[src/rtl/fifo_sync_controller.sv]
// Synchronous FIFO controller driving an external memory with a combinational read port.
// Tracks write/read pointers and fill level, and raises a sticky overflow flag on refused pushes.
module fifo_sync_controller #(
    parameter int unsigned DATA_WIDTH        = 8,
    parameter int unsigned DEPTH             = 8,
    parameter int unsigned ALMOST_FULL_LEVEL = DEPTH - 2,
    localparam int unsigned ADDR_WIDTH       = $clog2(DATA_WIDTH * (DEPTH - 1)),
    localparam int unsigned LEVEL_WIDTH      = $clog2(DEPTH + 1)
) (
    input  logic                   clk,
    input  logic                   reset,
    input  logic                   flush,
    input  logic                   in_valid,
    output logic                   in_ready,
    input  logic [DATA_WIDTH-1:0]  in_data,
    output logic                   out_valid,
    input  logic                   out_ready,
    output logic [DATA_WIDTH-1:0]  out_data,
    output logic                   mem_write_enable,
    output logic [ADDR_WIDTH-1:0]  mem_write_address,
    output logic [DATA_WIDTH-1:0]  mem_write_data,
    output logic [ADDR_WIDTH-1:0]  mem_read_address,
    input  logic [DATA_WIDTH-1:0]  mem_read_data,
    output logic [LEVEL_WIDTH-1:0] level,
    output logic                   full,
    output logic                   empty,
    output logic                   almost_full,
    output logic                   overflow
);

    localparam int unsigned PTR_WIDTH = $clog2(DEPTH);

    logic [PTR_WIDTH-1:0] wr_ptr;
    logic [PTR_WIDTH-1:0] rd_ptr;
    logic                 push;
    logic                 pop;

    // Status flags derive only from the registered level, so in_ready never sees this cycle's pop.
    assign empty       = (level == LEVEL_WIDTH'(0));
    assign full        = (level == LEVEL_WIDTH'(DEPTH));
    assign almost_full = (level >= LEVEL_WIDTH'(ALMOST_FULL_LEVEL));

    assign in_ready  = !full && !flush;
    assign out_valid = !empty && !flush;
    assign push      = in_valid && in_ready;
    assign pop       = out_valid && out_ready;

    // Memory addresses are bit offsets of the word slot.
    assign mem_write_enable  = push;
    assign mem_write_data    = in_data;
    assign mem_write_address = ADDR_WIDTH'(32'(wr_ptr) * DATA_WIDTH);
    assign mem_read_address  = ADDR_WIDTH'(32'(rd_ptr) * DATA_WIDTH);
    assign out_data          = mem_read_data;

    // Pointer, level and overflow state; reset outranks flush, flush outranks push/pop.
    always_ff @(posedge clk) begin
        if (reset) begin
            wr_ptr   <= '0;
            rd_ptr   <= '0;
            level    <= '0;
            overflow <= 1'b0;
        end else if (flush) begin
            wr_ptr   <= '0;
            rd_ptr   <= '0;
            level    <= '0;
            overflow <= 1'b0;
        end else begin
            if (push) begin
                wr_ptr <= wr_ptr + PTR_WIDTH'(1);
            end
            if (pop) begin
                rd_ptr <= rd_ptr + PTR_WIDTH'(1);
            end
            unique case ({push, pop})
                2'b10:   level <= level + LEVEL_WIDTH'(1);
                2'b01:   level <= level - LEVEL_WIDTH'(1);
                default: level <= level;
            endcase
            if (in_valid && full) begin
                overflow <= 1'b1;
            end
        end
    end

endmodule
[config.mk]
export PLATFORM = sky130hd
export DESIGN_NAME = fifo_sync_controller
export DESIGN_NICKNAME = d
export VERILOG_FILES = /design/src/rtl/fifo_sync_controller.sv
export SDC_FILE = /design/constraint.sdc
export NUM_CORES = 1
export LEC_CHECK = 0
export BUFFER_PORTS_ARGS = -buffer_cell sky130_fd_sc_hd__buf_2
export CAP_MARGIN = 10
export CELL_PAD_IN_SITES_DETAIL_PLACEMENT = 0
export CELL_PAD_IN_SITES_GLOBAL_PLACEMENT = 1
export CORE_MARGIN = 5
export CORE_UTILIZATION = 26
export DETAILED_ROUTE_END_ITERATION = 16
export PLACE_DENSITY_LB_ADDON = 0.1
export SYNTH_ARGS = -nofsm -noshare
export SYNTH_HDL_FRONTEND = slang
export SYNTH_SLANG_ARGS = --single-unit
[constraint.sdc]
create_clock -name clk -period 3.1 [get_ports clk]
set_clock_uncertainty 0.2 [all_clocks]
set_input_delay 0.62 -clock clk [delete_from_list [all_inputs] [get_ports clk]]
set_output_delay 0.62 -clock clk [all_outputs]
set_load 0.1 [all_outputs]
==> results of run 1 <==
## synth_stat cells, types with 2 or more instances
master / number
buf_4: 22
nor2_1: 13
dfxtp_1: 11
ha_1: 5
a21oi_1: 4
xnor2_1: 4
inv_1: 3
nand2_1: 3
nand3_1: 3
o21ai_1: 2
xor2_1: 2
## flip-flops by register name, summed over array words and instances, names as in the netlist
register,flops
level,4
overflow,1
rd_ptr,3
wr_ptr,3
## worst min-delay path, cell delays in order, from the launching register on
cell     delay (ps)
dfxtp_1         330
nand2_1          60
o21ai_1          50
## metrics by stage
stage	worst slack [ps]	instance area [um^2]	utilization (%)	hold slack [ps]
2_1_floorplan	-460	858	-	428
3_5_place_dp	587	825	27.5	266
5_1_grt	568	851	28.3	305
4_1_cts	645	851	28.3	284
6_report	693	851	28.3	273
3_3_place_gp	607	825	27.5	254
## power groups by stage
stage	clock [W]	sequential [W]	combinational, W
final	0.0000971	0.000143	0.0000916
after global routing	0.000113	0.000144	0.0000963
after CTS	0.000105	0.000144	0.0000926
after detailed placement	0	0.000147	0.0000925
after global placement	0	0.000147	0.0000929
after floorplan	0	0.000157	0.000174
## per-layer routing
metal	vias to the layer above	routed length (um)	global-route usage (%)
met4	0	2	4.92
met3	2	201	3.59
met5	-	0	0
li1	282	-	-
met2	33	745	10.6
met1	251	714	10.4
## cell type report
type | instances | area (um^2) | area share [%]
Tap cell | 33 | 41.3 | 4.85
Sequential cell | 11 | 233 | 27.4
Multi-Input combinational cell | 56 | 430 | 50.6
Timing Repair Buffer | 21 | 105 | 12.4
Inverter | 4 | 15.0 | 1.76
Clock buffer | 4 | 26.3 | 3.09
## kinds of logic (layout without fill, tap and decap cells)
logic type / count (synthesis) / after routing / synth area share (%)
XOR/XNOR: 6 / 6 / 6.60
AO/OA/AOI/OAI: 10 / 10 / 7.39
flip-flops: 11 / 11 / 27.7
adder cells (fa/ha/maj): 6 / 6 / 10.4
AND/OR/NAND/NOR: 28 / 28 / 23.9
other: 1 / 6 / 0.471
buffers and inverters: 28 / 29 / 23.6
## worst paths after layout
check / end
setup / recovery: mem_write_enable
hold / removal: wr_ptr[1]
setup reg to reg: level[3]
hold reg to reg: wr_ptr[1]
==> impl_metrics.csv, run 1 <==
group,metric,value,unit
pwr,power_density,390,nW/um^2
flow_run,max_cap_viol_count,0,
final_layout,syn2layout_area_growth,6.92,%
timing,hold_violations,0,
timing,timing.final.crit_share,77.6,%
floorplanning,die_area,4270,um^2
cts,worst_skew_pair.late_latency,260,ps
final_layout,final_cell_mix,"21 x buf_2, 13 x nor2_1, 7 x dfxtp_1, 6 x conb_1",
floorplanning,num_io_pins,60,
worst_setup_path,path_max_fanout,6,
logic_synthesis,ys_ff_latch,11,
worst_setup_path,max_stage_delay,410,ps
pwr,seqPwrFrac,43.2,%
logic_synthesis,synthDistinctLibCells,29,
worst_setup_path,rrSetupSlack,720,ps
worst_hold_path,min_path_cells,2,
worst_setup_path,crit_type,"register to output pin",
placement,dp_hpwl,1380,um
cts,cts.hold.buffers_added,0,
worst_setup_path,cp_num_cells,5,
timing,rsz0062_at_grt,"false",
final_layout,fill_cells,331,
pwr,internal-power,0.000204,W
routing,ant_nets,0,
logic_synthesis,synth-edff-count,0,
timing,slew_viol_final,0,
pwr,netSwitchingPower,0.000128,W
cts,cts_htree_levels,1,
cts,cts.sinks,11,
cts,ctsLongestPathBuffers,2,
worst_setup_path,crit_required,2280,ps
worst_hold_path,min_from,"wr_ptr[1]",
logic_synthesis,synthTopCellsByArea,"dfxtp_1 28%, buf_4 21%, ha_1 7.9%",
timing,tns,0,ps
timing,fmax,415,MHz
logic_synthesis,yosys_warnings,0,
floorplanning,die_h,65.3,um
cts,ctsResizeCount,0,
cts,numCtsBuffers,3,
worst_setup_path,critical_path.cell_chain,"nor4b_4 > nor2_4 > nand2_2 > inv_2 > buf_2",
global_routing,overflow,0,
placement,gp_congestion,0.668,
cts,ctsRootBufferMaster,"clkbuf_4",
pwr,power,0.000332,W
floorplanning,die_x,65.3,um
worst_setup_path,rr_startpoint,"level[0]",
worst_setup_path,cp-end-kind,"output pin",
floorplanning,rows,20,
cts,cts_setup_buffers,0,
final_layout,diodes,0,
worst_setup_path,reg2reg_depth,8,
global_routing,grt_pass1_wl,2570,um
routing,drt_wl_total,1660,um
worst_setup_path,path_buf_inv,2,
placement,place_inst,125,
pwr,max-vdd-ir-drop,0.0836,mV
timing,setup_viol,0,
placement,port_buffers,21,
global_routing,grt_pass1_vias,500,
worst_setup_path,setup.worst_path.start,"level[0]",
cts,cts_tree,"yes",
final_layout,stdcell_count,129,
worst_setup_path,crit_slowest_cell,"nor4b_4",
timing,final.min_clock_period,2410,ps
routing,drtIter0Drc,17,
logic_synthesis,synthCells,90,
final_layout,nNetsFinal,124,
worst_setup_path,crit_family,"simple AND/OR/NAND/NOR gates",
logic_synthesis,synth_seq_area_share,27.7,%
worst_setup_path,crit_arrival,1590,ps
outcome,outcome,"completed",
final_layout,drive_above_1_share,42.7,%
floorplanning,core,3000,um^2
logic_synthesis,synth_area_leader_cell,"dfxtp_1",
worst_hold_path,hp-class,"register to register",
logic_synthesis,syn_avg_cell_area,8.84,um^2
logic_synthesis,syn-cell-area,796,um^2
pwr,swShare,38.6,%
final_layout,final_common_cell,"buf_2",
routing,drc,0,
pwr,p_clk_share,29.2,%
routing,dr.pass1.iters,4,
logic_synthesis,async_reset_ff_share,0,%
global_routing,antenna_found_initial,0,
cts,path_clk_slew,70,ps
global_routing,grt_max_degree,10,
global_routing,track_usage,8.02,%
logic_synthesis,synthFlopType,"dfxtp_1",
pwr,p_leak,0.383,nW
routing,wl_per_cell,12.9,um
pwr,p_comb_share,27.6,%
routing,vias_per_cell,4.40,
floorplanning,initial_core_util,26.5,%
logic_synthesis,yosysTopAreaCellShare,27.7,%
worst_setup_path,start_kind,"register",
routing,dr_total_vias,568,
(Power assumes the default switching activity.)
==> run 2: changes to the inputs <==
--- a/config.mk
+++ b/config.mk
@@ -10,7 +10,7 @@
 export CELL_PAD_IN_SITES_DETAIL_PLACEMENT = 0
 export CELL_PAD_IN_SITES_GLOBAL_PLACEMENT = 1
 export CORE_MARGIN = 5
-export CORE_UTILIZATION = 26
+export CORE_UTILIZATION = 24
 export DETAILED_ROUTE_END_ITERATION = 16
 export PLACE_DENSITY_LB_ADDON = 0.1
 export SYNTH_ARGS = -nofsm -noshare
==> constraint.sdc (replaced) <==
create_clock -name clk -period 2.1 [get_ports clk]
set_clock_uncertainty 0.2 [all_clocks]
set_input_delay 0.42 -clock clk [delete_from_list [all_inputs] [get_ports clk]]
set_output_delay 0.42 -clock clk [all_outputs]
set_load 0.1 [all_outputs]
==> run 2 against run 1 <==
Routed wire length is 11% higher. First-iteration DRC count is 110% higher. Sequential share of layout area is 5.2 points lower. Flip-flop and latch count stayed put. Non-clock buffer count is 12 higher. Clock-buffer cell count stayed put. Cell count is 19% higher. Core utilization is 3.6 points higher. Worst hold slack worse by 57 ps. Critical path depth is 4 higher. Via count is 8.6% higher.
==> impl_metrics.csv, run 2 (synthesized netlist as in run 1, its figures left out) <==
group,metric,value,unit
outcome,outcome,"completed",
timing,worst_slack,5.46,ps
global_routing,grt_max_degree,10,
routing,vias_per_cell,4.01,
floorplanning,die_area,4570,um^2
global_routing,antenna_found_initial,0,
cts,worst_skew_pair.late_latency,270,ps
worst_setup_path,cp-end-kind,"register",
worst_setup_path,crit_slowest_cell,"fa_2",
routing,drt_wl_total,1850,um
timing,setup_viol,0,
pwr,p_leak,0.463,nW
global_routing,grt_pass1_vias,640,
worst_setup_path,critical_path.cell_chain,"nor4b_4 > nor2_4 > nand2_2 > ha_4 > inv_2 > fa_2 > nor2_1 > a21oi_1 > nor2_1",
global_routing,busiest_layer,"met2",
flow_run,max_cap_viol_count,0,
global_routing,grt_util_met3,2.33,%
worst_setup_path,crit_type,"register to register",
routing,drc,0,
pwr,power_density,490,nW/um^2
floorplanning,die_h,67.6,um
timing,timing.final.crit_share,99.7,%
worst_setup_path,crit_arrival,2060,ps
cts,cts.hold.buffers_added,0,
global_routing,track_usage,8.88,%
placement,gp_congestion,0.666,
cts,ctsLongestPathBuffers,2,
routing,dr_total_vias,617,
floorplanning,die_x,67.6,um
timing,hold_violations,0,
routing,dr.pass1.iters,4,
floorplanning,num_io_pins,60,
worst_hold_path,hp-class,"input port to register",
final_layout,top_register,"level",
final_layout,final_common_cell,"buf_2",
floorplanning,core,3280,um^2
final_layout,diodes,0,
routing,ant_nets,0,
timing,slew_viol_final,0,
cts,path_clk_slew,70,ps
worst_setup_path,max_stage_delay,510,ps
cts,cts_htree_levels,1,
worst_setup_path,crit_family,"adder cells",
worst_setup_path,crit_required,2060,ps
final_layout,fill_cells,349,
worst_setup_path,path_buf_inv,1,
timing,final.min_clock_period,2090,ps
timing,fmax,477,MHz
final_layout,multiInputGateArea,460,um^2
cts,ctsRootBufferMaster,"clkbuf_4",
floorplanning,initial_core_util,24.2,%
pwr,max-vdd-ir-drop,0.0949,mV
placement,port_buffers,21,
placement,dp_hpwl,1460,um
final_layout,final_cell_mix,"16 x buf_2, 13 x nor2_1, 13 x buf_4, 7 x dfxtp_1, 6 x conb_1",
worst_setup_path,cpMostUsedCell,"nor2_1",
final_layout,largest_register_ffs,4,
global_routing,gr-usage-met2,14.0,%
final_layout,reg_top3,"level x4, rd_ptr x3, wr_ptr x3",
global_routing,overflow,0,
cts,numCtsBuffers,3,
final_layout,syn2layout_area_growth,31.9,%
cts,cts_tree,"yes",
routing,wl_per_cell,12.0,um
global_routing,grt_pass1_wl,2990,um
final_layout,drive_above_1_share,51.9,%
pwr,power,0.000515,W
global_routing,gr-usage-met1,10.3,%
floorplanning,rows,21,
final_layout,nNetsFinal,136,
worst_setup_path,path_max_fanout,4,
placement,place_ws,-63.0,ps
worst_setup_path,start_kind,"register",
final_layout,design_area,1050,um^2
placement,post_dp_cell_area,983,um^2
timing,rsz0062_at_grt,"true",
final_layout,regArea,233,um^2
routing,drtIter0Drc,35,
cts,cts.sinks,11,
run 2: through the flow:
step           hold slack [ps]  utilization (%)  setup TNS [ps]  instances
5_1_grt                    247             32.0            -405        154
3_5_place_dp               259             29.9            -155        149
6_report                   216             32.0               0        154
4_1_cts                    209             31.7           -53.9        155
2_1_floorplan              361                -          -12530         95
3_3_place_gp               254             29.9           -79.0        149
run 2: power by group:
part           switching [W]  total [W]  leakage [nW]  internal [W]
sequential        0.00000302   0.000211        0.0917      0.000208
combinational       0.000121   0.000158         0.356     0.0000377
clock              0.0000723   0.000146        0.0150     0.0000735
total               0.000196   0.000515         0.463      0.000319
run 2: layout make-up:
class                      count  share of cell area [%]
clock buffer                   4                    2.50
inverter                       4                    1.43
multi-input combinational     56                    43.9
sequential                    11                    22.2
tap                           46                    5.48
timing repair buffer          33                    24.6
run 2: what timing repair did:
| action | in CTS | in global routing |
|---|---|---|
| endpoints found under the hold margin | 0 | 0 |
| buffers inserted | 2 | 0 |
| endpoints found under the setup margin | 5 | 6 |
| gates resized for setup | 2 | 5 |
| pin swaps | 5 | 2 |
run 2: worst paths after layout:
| kind | end | slack, ps | cells past startpoint | start |
|---|---|---|---|---|
| hold reg to reg | rd_ptr[1] | 270 | 2 | rd_ptr[1] |
| hold / removal | overflow | 220 | 3 | in_valid |
| setup / recovery | level[1] | 5 | 9 | level[0] |
| setup reg to reg | level[1] | 5 | 9 | level[0] |
run 2: worst register-to-register path, stage by stage (launching register included):
cell and delay (ps):
dfxtp_4 360, nor4b_4 360, nor2_4 50, nand2_2 100, ha_4 170, inv_2 50
fa_2 510, nor2_1 40, a21oi_1 120, nor2_1 50
run 2: layer usage:
metal | vias to the layer above | share of wire, % | routed length [um]
li1 | 306 | - | -
met2 | 29 | 47 | 874
met1 | 272 | 42 | 768
met3 | 10 | 8.0 | 148
met4 | 0 | 3.1 | 57
met5 | - | 0 | 0
